## config.mk

```make
export PLATFORM = sky130hd
export DESIGN_NAME = zone_luma_stat
export DESIGN_NICKNAME = d
export VERILOG_FILES = /design/src/rtl/zone_pkg.sv /design/src/rtl/zone_acc_bank.sv /design/src/rtl/zone_luma_stat.sv
export SDC_FILE = /design/constraint.sdc
export NUM_CORES = 2
export LEC_CHECK = 0
export CAP_MARGIN = 20
export CORE_ASPECT_RATIO = 1.25
export CORE_MARGIN = 10
export CORE_UTILIZATION = 59
export DETAILED_ROUTE_END_ITERATION = 8
export GPL_ROUTABILITY_DRIVEN = 0
export PLACE_DENSITY = 0.78
export SYNTH_ARGS = -nofsm -noshare
export SYNTH_HDL_FRONTEND = slang
export SYNTH_SLANG_ARGS = --single-unit
```

## constraint.sdc

```tcl
create_clock -name i_pix_clk -period 4.6 [get_ports i_pix_clk]
set_clock_uncertainty 0.05 [all_clocks]
set_input_delay 0.92 -clock i_pix_clk [delete_from_list [all_inputs] [get_ports i_pix_clk]]
set_output_delay 0.92 -clock i_pix_clk [all_outputs]
set_load 0.02 [all_outputs]
```

## src/rtl/zone_pkg.sv

```systemverilog
// Shared definitions for the zone brightness statistics block.
// Holds the zone geometry defaults, accumulator/multiplier widths, the
// minimum horizontal blanking after a zone-row, the FSM state type and
// the per-pixel max(R,G,B) helper.
package zone_pkg;

  localparam int DATA_W    = 8;
  localparam int ZONE_COLS = 24;
  localparam int ZONE_ROWS = 15;
  localparam int ZONE_NUM  = ZONE_COLS * ZONE_ROWS;
  localparam int CNT_W     = 9;
  localparam int SUM_W     = 21;   // 5760 * 255 < 2^21
  localparam int RECIP_W   = 24;
  localparam int RECIP_SH  = 23;
  localparam int MIN_BLANK = 28;
  localparam int GAP_W     = 5;

  typedef enum logic [1:0] {IDLE, ACTIVE, DUMP} state_t;

  function automatic logic [DATA_W-1:0] max3(input logic [DATA_W-1:0] a,
                                             input logic [DATA_W-1:0] b,
                                             input logic [DATA_W-1:0] c);
    logic [DATA_W-1:0] m;
    m = (a > b) ? a : b;
    return (m > c) ? m : c;
  endfunction

endpackage

```

## src/rtl/zone_acc_bank.sv

```systemverilog
// Accumulator bank: one peak/sum slot per zone column of the current
// zone-row.
//   clk            : clock
//   clr_all        : clear every slot (frame start)
//   acc_en/idx/val : fold a pixel value into slot acc_idx (peak = max, sum += val)
//   rd_en/rd_idx   : read-and-clear port; rd_peak/rd_sum show slot rd_idx
//                    combinationally, the slot is zeroed at the clock edge
module zone_acc_bank
  import zone_pkg::*;
#(
  parameter int N_SLOTS = ZONE_COLS,
  parameter int IDX_W   = $clog2(N_SLOTS)
) (
  input  logic              clk,
  input  logic              clr_all,
  input  logic              acc_en,
  input  logic [IDX_W-1:0]  acc_idx,
  input  logic [DATA_W-1:0] acc_val,
  input  logic              rd_en,
  input  logic [IDX_W-1:0]  rd_idx,
  output logic [DATA_W-1:0] rd_peak,
  output logic [SUM_W-1:0]  rd_sum
);

  logic [DATA_W-1:0] peak_q [N_SLOTS];
  logic [SUM_W-1:0]  sum_q  [N_SLOTS];

  always_ff @(posedge clk) begin
    for (int i = 0; i < N_SLOTS; i++) begin
      if (clr_all || (rd_en && rd_idx == IDX_W'(i))) begin
        peak_q[i] <= '0;
        sum_q[i]  <= '0;
      end else if (acc_en && acc_idx == IDX_W'(i)) begin
        if (acc_val > peak_q[i]) peak_q[i] <= acc_val;
        sum_q[i] <= sum_q[i] + SUM_W'(acc_val);
      end
    end
  end

  assign rd_peak = peak_q[rd_idx];
  assign rd_sum  = sum_q[rd_idx];

endmodule

```

## src/rtl/zone_luma_stat.sv

```systemverilog
// Per-zone brightness statistics for the backlight frame buffer.
// Reduces each pixel to max(R,G,B), accumulates peak and sum per zone for
// one zone-row, then streams the 24 zone values of that row out during the
// following horizontal blanking.
//   i_pix_clk, rst      : clock, synchronous active-high reset
//   i_vs, i_de          : frame start (rising edge), data enable
//   i_r/i_g/i_b         : pixel colour
//   i_stat_mode         : 0 = peak, 1 = mean (latched at frame start)
//   light_reg_flatted   : zone value, valid with flag_done
//   cnt_360             : zone index, one cycle ahead of the value
//   flag_done           : write strobe, 24 cycles per zone-row
//   o_frame_done        : pulse the cycle after zone 359 is written
//   o_overrun           : sticky; a line started before the dump had room
module zone_luma_stat
  import zone_pkg::*;
#(
  parameter int H_ACT     = 1920,
  parameter int V_ACT     = 1080,
  parameter int ZONE_COLS = zone_pkg::ZONE_COLS,
  parameter int ZONE_ROWS = zone_pkg::ZONE_ROWS,
  parameter int RECIP     = 1456
) (
  input  logic              i_pix_clk,
  input  logic              rst,
  input  logic              i_vs,
  input  logic              i_de,
  input  logic [DATA_W-1:0] i_r,
  input  logic [DATA_W-1:0] i_g,
  input  logic [DATA_W-1:0] i_b,
  input  logic              i_stat_mode,
  output logic [DATA_W-1:0] light_reg_flatted,
  output logic [CNT_W-1:0]  cnt_360,
  output logic              flag_done,
  output logic              o_frame_done,
  output logic              o_overrun
);

  localparam int ZW     = H_ACT / ZONE_COLS;
  localparam int ZH     = V_ACT / ZONE_ROWS;
  localparam int ZC_W   = $clog2(ZONE_COLS);
  localparam int ZR_W   = $clog2(ZONE_ROWS);
  localparam int PROD_W = SUM_W + RECIP_W;
  localparam int SH_W   = PROD_W - RECIP_SH;

  function automatic logic [DATA_W-1:0] sat_u8(input logic [SH_W-1:0] v);
    if (v > SH_W'(8'hFF)) return 8'hFF;
    return v[DATA_W-1:0];
  endfunction

  function automatic logic [DATA_W-1:0] mean_scale(input logic [SUM_W-1:0] s);
    logic [PROD_W-1:0] prod;
    prod = PROD_W'(s) * PROD_W'(RECIP);
    return sat_u8(prod[PROD_W-1:RECIP_SH]);
  endfunction

  state_t            state;
  logic              mode_q;
  logic              vs_p0, de_p0;
  logic [DATA_W-1:0] p_p0;
  logic [15:0]       px, ln;
  logic [ZC_W-1:0]   zc, rd_idx;
  logic [ZR_W-1:0]   zr;
  logic [CNT_W-1:0]  zbase;
  logic [GAP_W-1:0]  gap;
  logic              row_end_q;
  logic              vld_p1, last_p1, last_p2;
  logic [DATA_W-1:0] peak_p1;
  logic [SUM_W-1:0]  sum_p1;
  logic [DATA_W-1:0] rd_peak;
  logic [SUM_W-1:0]  rd_sum;
  logic              vs_rise, de_fall, de_rise, acc_en, rd_en;

  assign vs_rise = i_vs & ~vs_p0;
  assign de_fall = de_p0 & ~i_de;
  assign de_rise = i_de & ~de_p0;
  assign acc_en  = (state == ACTIVE) && de_p0 && !vs_rise;
  assign rd_en   = (state == DUMP) && !vs_rise;

  // ---- stage p0: input register, pixel reduced to max(R,G,B)
  always_ff @(posedge i_pix_clk) begin
    p_p0 <= max3(i_r, i_g, i_b);
  end

  always_ff @(posedge i_pix_clk) begin
    if (rst) begin
      vs_p0 <= 1'b0;
      de_p0 <= 1'b0;
    end else begin
      vs_p0 <= i_vs;
      de_p0 <= i_de;
    end
  end

  zone_acc_bank #(.N_SLOTS(ZONE_COLS), .IDX_W(ZC_W)) u_bank (
    .clk     (i_pix_clk),
    .clr_all (vs_rise),
    .acc_en  (acc_en),
    .acc_idx (zc),
    .acc_val (p_p0),
    .rd_en   (rd_en),
    .rd_idx  (rd_idx),
    .rd_peak (rd_peak),
    .rd_sum  (rd_sum)
  );

  // ---- stage p1: counters, FSM, read-and-clear of one slot per dump cycle
  always_ff @(posedge i_pix_clk) begin
    if (rst) begin
      state     <= IDLE;
      mode_q    <= 1'b0;
      px        <= '0;
      zc        <= '0;
      ln        <= '0;
      zr        <= '0;
      zbase     <= '0;
      rd_idx    <= '0;
      gap       <= '0;
      row_end_q <= 1'b0;
      o_overrun <= 1'b0;
      vld_p1    <= 1'b0;
      last_p1   <= 1'b0;
      cnt_360   <= '0;
    end else begin
      vld_p1  <= 1'b0;
      last_p1 <= 1'b0;
      // gap = blanking cycles seen so far after the latest line end
      if (de_fall) gap <= GAP_W'(1);
      else if (!i_de && gap != '1) gap <= gap + 1'b1;

      if (vs_rise) begin
        state     <= ACTIVE;
        mode_q    <= i_stat_mode;
        px        <= '0;
        zc        <= '0;
        ln        <= '0;
        zr        <= '0;
        zbase     <= '0;
        rd_idx    <= '0;
        row_end_q <= 1'b0;
        o_overrun <= 1'b0;
      end else begin
        // Column counters keep running through a dump so dropped pixels
        // do not shift the rest of the line into the wrong zones.
        if (state != IDLE) begin
          if (de_fall) begin
            px <= '0;
            zc <= '0;
            ln <= (ln == 16'(ZH - 1)) ? '0 : ln + 1'b1;
          end else if (de_p0) begin
            if (px == 16'(ZW - 1)) begin
              px <= '0;
              zc <= zc + 1'b1;
            end else begin
              px <= px + 1'b1;
            end
          end
          if (de_rise) begin
            row_end_q <= 1'b0;
            if (row_end_q && gap < GAP_W'(MIN_BLANK)) o_overrun <= 1'b1;
          end
        end

        case (state)
          ACTIVE: begin
            if (de_fall && ln == 16'(ZH - 1)) begin
              state     <= DUMP;
              rd_idx    <= '0;
              row_end_q <= 1'b1;
            end
          end
          DUMP: begin
            vld_p1  <= 1'b1;
            cnt_360 <= zbase + CNT_W'(rd_idx);
            last_p1 <= (rd_idx == ZC_W'(ZONE_COLS - 1)) && (zr == ZR_W'(ZONE_ROWS - 1));
            if (rd_idx == ZC_W'(ZONE_COLS - 1)) begin
              if (zr == ZR_W'(ZONE_ROWS - 1)) begin
                state <= IDLE;
              end else begin
                zr    <= zr + 1'b1;
                zbase <= zbase + CNT_W'(ZONE_COLS);
                state <= ACTIVE;
              end
            end else begin
              rd_idx <= rd_idx + 1'b1;
            end
          end
          default: ;
        endcase
      end
    end
  end

  always_ff @(posedge i_pix_clk) begin
    if (state == DUMP) begin
      peak_p1 <= rd_peak;
      sum_p1  <= rd_sum;
    end
  end

  // ---- stage p2: mean multiply / peak select into the output register
  always_ff @(posedge i_pix_clk) begin
    if (rst) begin
      light_reg_flatted <= '0;
      flag_done         <= 1'b0;
      last_p2           <= 1'b0;
      o_frame_done      <= 1'b0;
    end else begin
      flag_done    <= vld_p1;
      last_p2      <= last_p1;
      o_frame_done <= last_p2;
      if (vld_p1) light_reg_flatted <= mode_q ? mean_scale(sum_p1) : peak_p1;
    end
  end

endmodule

```

==> impl_results.md <==
- Max-Cap Viols: 0
- Gr usage total: 0.2604
- Largest net degree at the start of global routing: 87
- Num Clock Sinks: 819
- DP HPWL: 108700 um
- CTS H-tree lvls: 3
- I/O Buffers: 48
- Total CTS buffers: 89
- Global-route wire length before repair: 229300 um
- DR DRC count: 0
- Initial antenna violation count: 1
- Top FF cell, synth: edfxtp_1
- Netlist cell types: 77
- Chip Width: 296.9 um
- Die ar.: 108700 sq um
- Seq/Total Area, Yosys: 0.4182
- Final nets: 5965
- Final Max Tran Viols: 0
- Gate count of the mapped netlist: 5301
- Arrival @ worst endpoint: 5.01 ns
- Rows: 126
- I/O pin cnt: 49
- Total core area: 94750 sq um
- Place WS: -0.09912 ns
- M1 WL: 55120 um
- Routed Antenna Nets: 0
- Post-synth ARST share: 0
- Post-detailed-route wirelength per cell: 21.75 um
- Met2 routed WL: 73370 um
- Min-delay worst type: register to register
- Latest clock arrival within the worst-skew pair: 0.68 ns
- EDFF count, synth: 725
- Pwr Density: 342.5 nW/um^2
- Synthesized area: 56560 sq um
- Yosys warnings: 0
- CTS tree: yes
- Die Y-Extent: 366.2 um
- Register bit total from synthesis: 819
- 1st-iter DRT viols: 3733
- R2r setup slk: 0.09 ns
- Setup TNS: 0 ns
- Total Routed Length: 146400 um
- CP startpoint kind: register
- Syn_nets: 5889
- Post-Syn Area per Cell: 10.67 sq um
- Leakage: 23.90 nW
- Share of post-route cells with drive strength above 1: 0.1107
- TritonRoute pass-1 iters: 6
- Final Cycle Share: 0.9814
- Final worst slack: 0.08542 ns
- Vias per cell: 6.243
- DP Area: 58800 sq um
- Max rail drop VDD: 0.0003428 V
- Post-route cell area: 62060 sq um
- Status: finished, final reports clean
- CP Data Required Time: 5.10 ns
- Vias in the first global route: 42030
- Root Buffer: clkbuf_16
- CTS Buffer Depth: 3
- Via count: 42020
- RSZ-0062 raised after global routing: true
- Routed wl met3: 10740 um
- Clock transition at the registers of the reported paths: 0.06 ns
- Crit path kind: register to register
- Post-layout util: 0.6550
- Slew @ Worst Pin: 1.112 ns
- Worst setup EP type: register
- Layout fillers: 7025
- CP max FO: 8
- Total grt overflow: 0
- Crit path time final: 4.515 ns
- Final hold vios: 0
- Setup violators final: 0
- Synth-to-Final Area Change: 9.715%
- Initial core utilization: 0.5970
- Fmax: 0.2215 GHz
- Highest routed layer: met4
- Hold-fix buffers, CTS: 0
- Rel. slew slack: 0.2588
worst paths after layout:
path / startpoint / endpoint / depth (start not counted)
worst min-delay path: light_reg_flatted[5] / light_reg_flatted[5] / 2
worst max-delay path: sum_p1[9] / light_reg_flatted[6] / 18
worst min register to register: light_reg_flatted[5] / light_reg_flatted[5] / 2
worst max register to register: sum_p1[9] / light_reg_flatted[6] / 18
metal layers:
layer / GRT usage / vias to the layer above
met2: 0.4560 / 1753
met1: 0.3112 / 20610
met5: 0 / -
met3: 0.04012 / 404
li1: - / 19260
met4: 0.1236 / 0
flip-flops by register name, summed over array words and instances, names as in the netlist, 5 cells and up:
signal,flops
zbase,6
p_p0,8
cnt_360,9
ln,16
u_bank.peak_q,192
light_reg_flatted,8
px,16
u_bank.sum_q,504
gap,5
peak_p1,8
sum_p1,21
rd_idx,5
zc,5
power breakdown:
| part | internal (mW) | leakage [nW] | switching (mW) | total (mW) |
|---|---|---|---|---|
| Combinational | 2.17 | 14.3 | 3.07 | 5.24 |
| Clock | 4.07 | 1.40 | 3.14 | 7.21 |
| Sequential | 8.36 | 8.17 | 0.441 | 8.80 |
| Total | 14.6 | 23.9 | 6.65 | 21.3 |
critical path, cell delays in order (launching register included):
cell      delay (ns)
edfxtp_1        0.51
ha_4            0.34
inv_2           0.04
fa_1            0.53
inv_2           0.04
fa_1            0.48
inv_1           0.05
fa_1            0.51
inv_2           0.05
ha_4            0.27
nand4_1         0.17
buf_4           0.18
o21ai_0         0.20
nor2_2          0.08
o41ai_4         0.07
a31oi_1         0.16
mux2_4          0.37
o21ba_2         0.25
o21ai_1         0.05
final cells by class:
class	count	area (sq um)	share of cell area
inverter	462	1734	0.02794
tap	1280	1602	0.02581
clock inverter	60	551.8	0.008891
multi-input combinational	3844	30680	0.4944
timing repair buffer	161	1470	0.02369
clock buffer	101	2315	0.03730
antenna	4	10.01	0.0001613
sequential	819	23690	0.3818
through the flow:
| stage | cells | total power, mW | hold slack [ns] |
|---|---|---|---|
| detailed placement | 6549 | 13.81 | 0.3837 |
| global placement | 6546 | 13.59 | 0.3762 |
| CTS | 6711 | 21.05 | 0.3941 |
| global route | 6727 | 22.22 | 0.4098 |
| finish | 6731 | 21.26 | 0.3890 |
| floorplan | 5301 | 12.36 | 0.3638 |
synth_stat cells, drive strengths merged (11+ instances only):
cell     count  area [sq um]
edfxtp     725         21770
nor2       564          2120
ha         487          6093
inv        462          1734
nand2      316          1186
a21oi      245          1237
o21ai      238          1199
xor2       224          1962
mux4       203          4572
and2       201          1257
xnor2      197          1725
nand3      125         625.6
nor3       117         620.6
and3       114         713.2
a21o        99         743.2
buf         99         495.5
dfxtp       94          1882
nand4       92         575.6
nor2b       89         556.8
clkbuf      77         289.0
fa          72          1441
nand2b      57         356.6
or3         52         325.3
a211oi      49         468.0
o211ai      31         232.7
mux2i       30         300.3
o2111ai     28         251.5
nor4b       26         242.7
o21a        19         142.6
a21boi      18         135.1
nor3b       18         135.1
or2         17         106.4
mux2        15         168.9
o21bai      15         112.6
a2111oi     14         167.7
nor4        11         90.08
placed cells by master (no fill, tap or decap), drive strengths merged, types with 14 or more instances in the layout:
cell	synthesis	layout
edfxtp	725	725
o2111ai	28	28
clkinv	0	40
nand2	316	316
buf	99	113
mux2	15	15
nor3	117	117
and2	201	201
nand2b	57	57
o21bai	15	15
o211ai	31	31
nor2	564	564
a2111oi	14	14
xnor2	197	197
nor4b	26	26
or2	17	17
mux4	203	203
a21boi	18	18
nand4	92	92
xor2	224	224
inv	462	465
dfxtp	94	94
nor3b	18	18
ha	487	487
and3	114	114
o21ai	238	238
fa	72	72
clkbuf	77	101
a21oi	245	245
or3	52	52
mux2i	30	30
a211oi	49	49
nor2b	89	89
nand3	125	125
a21o	99	99
clkdlybuf4s50	0	48
o21a	19	19
kinds of logic after synthesis:
family | Yosys count | share of synthesized area
adders and majority gates | 559 | 0.1332
muxes | 248 | 0.08912
buffers and inverters | 638 | 0.04453
AOI/OAI and AO/OA | 796 | 0.08910
DFF | 819 | 0.4182
xor gates and xnor gates | 421 | 0.06519
and+or+nand+nor | 1820 | 0.1607
timing repair:
item,4_1_cts,5_1_grt
pin swaps,1,31
endpoints found under the setup margin,2,8
gates resized for setup,4,41
buffers inserted,1,14
(Power assumes the default switching activity.)
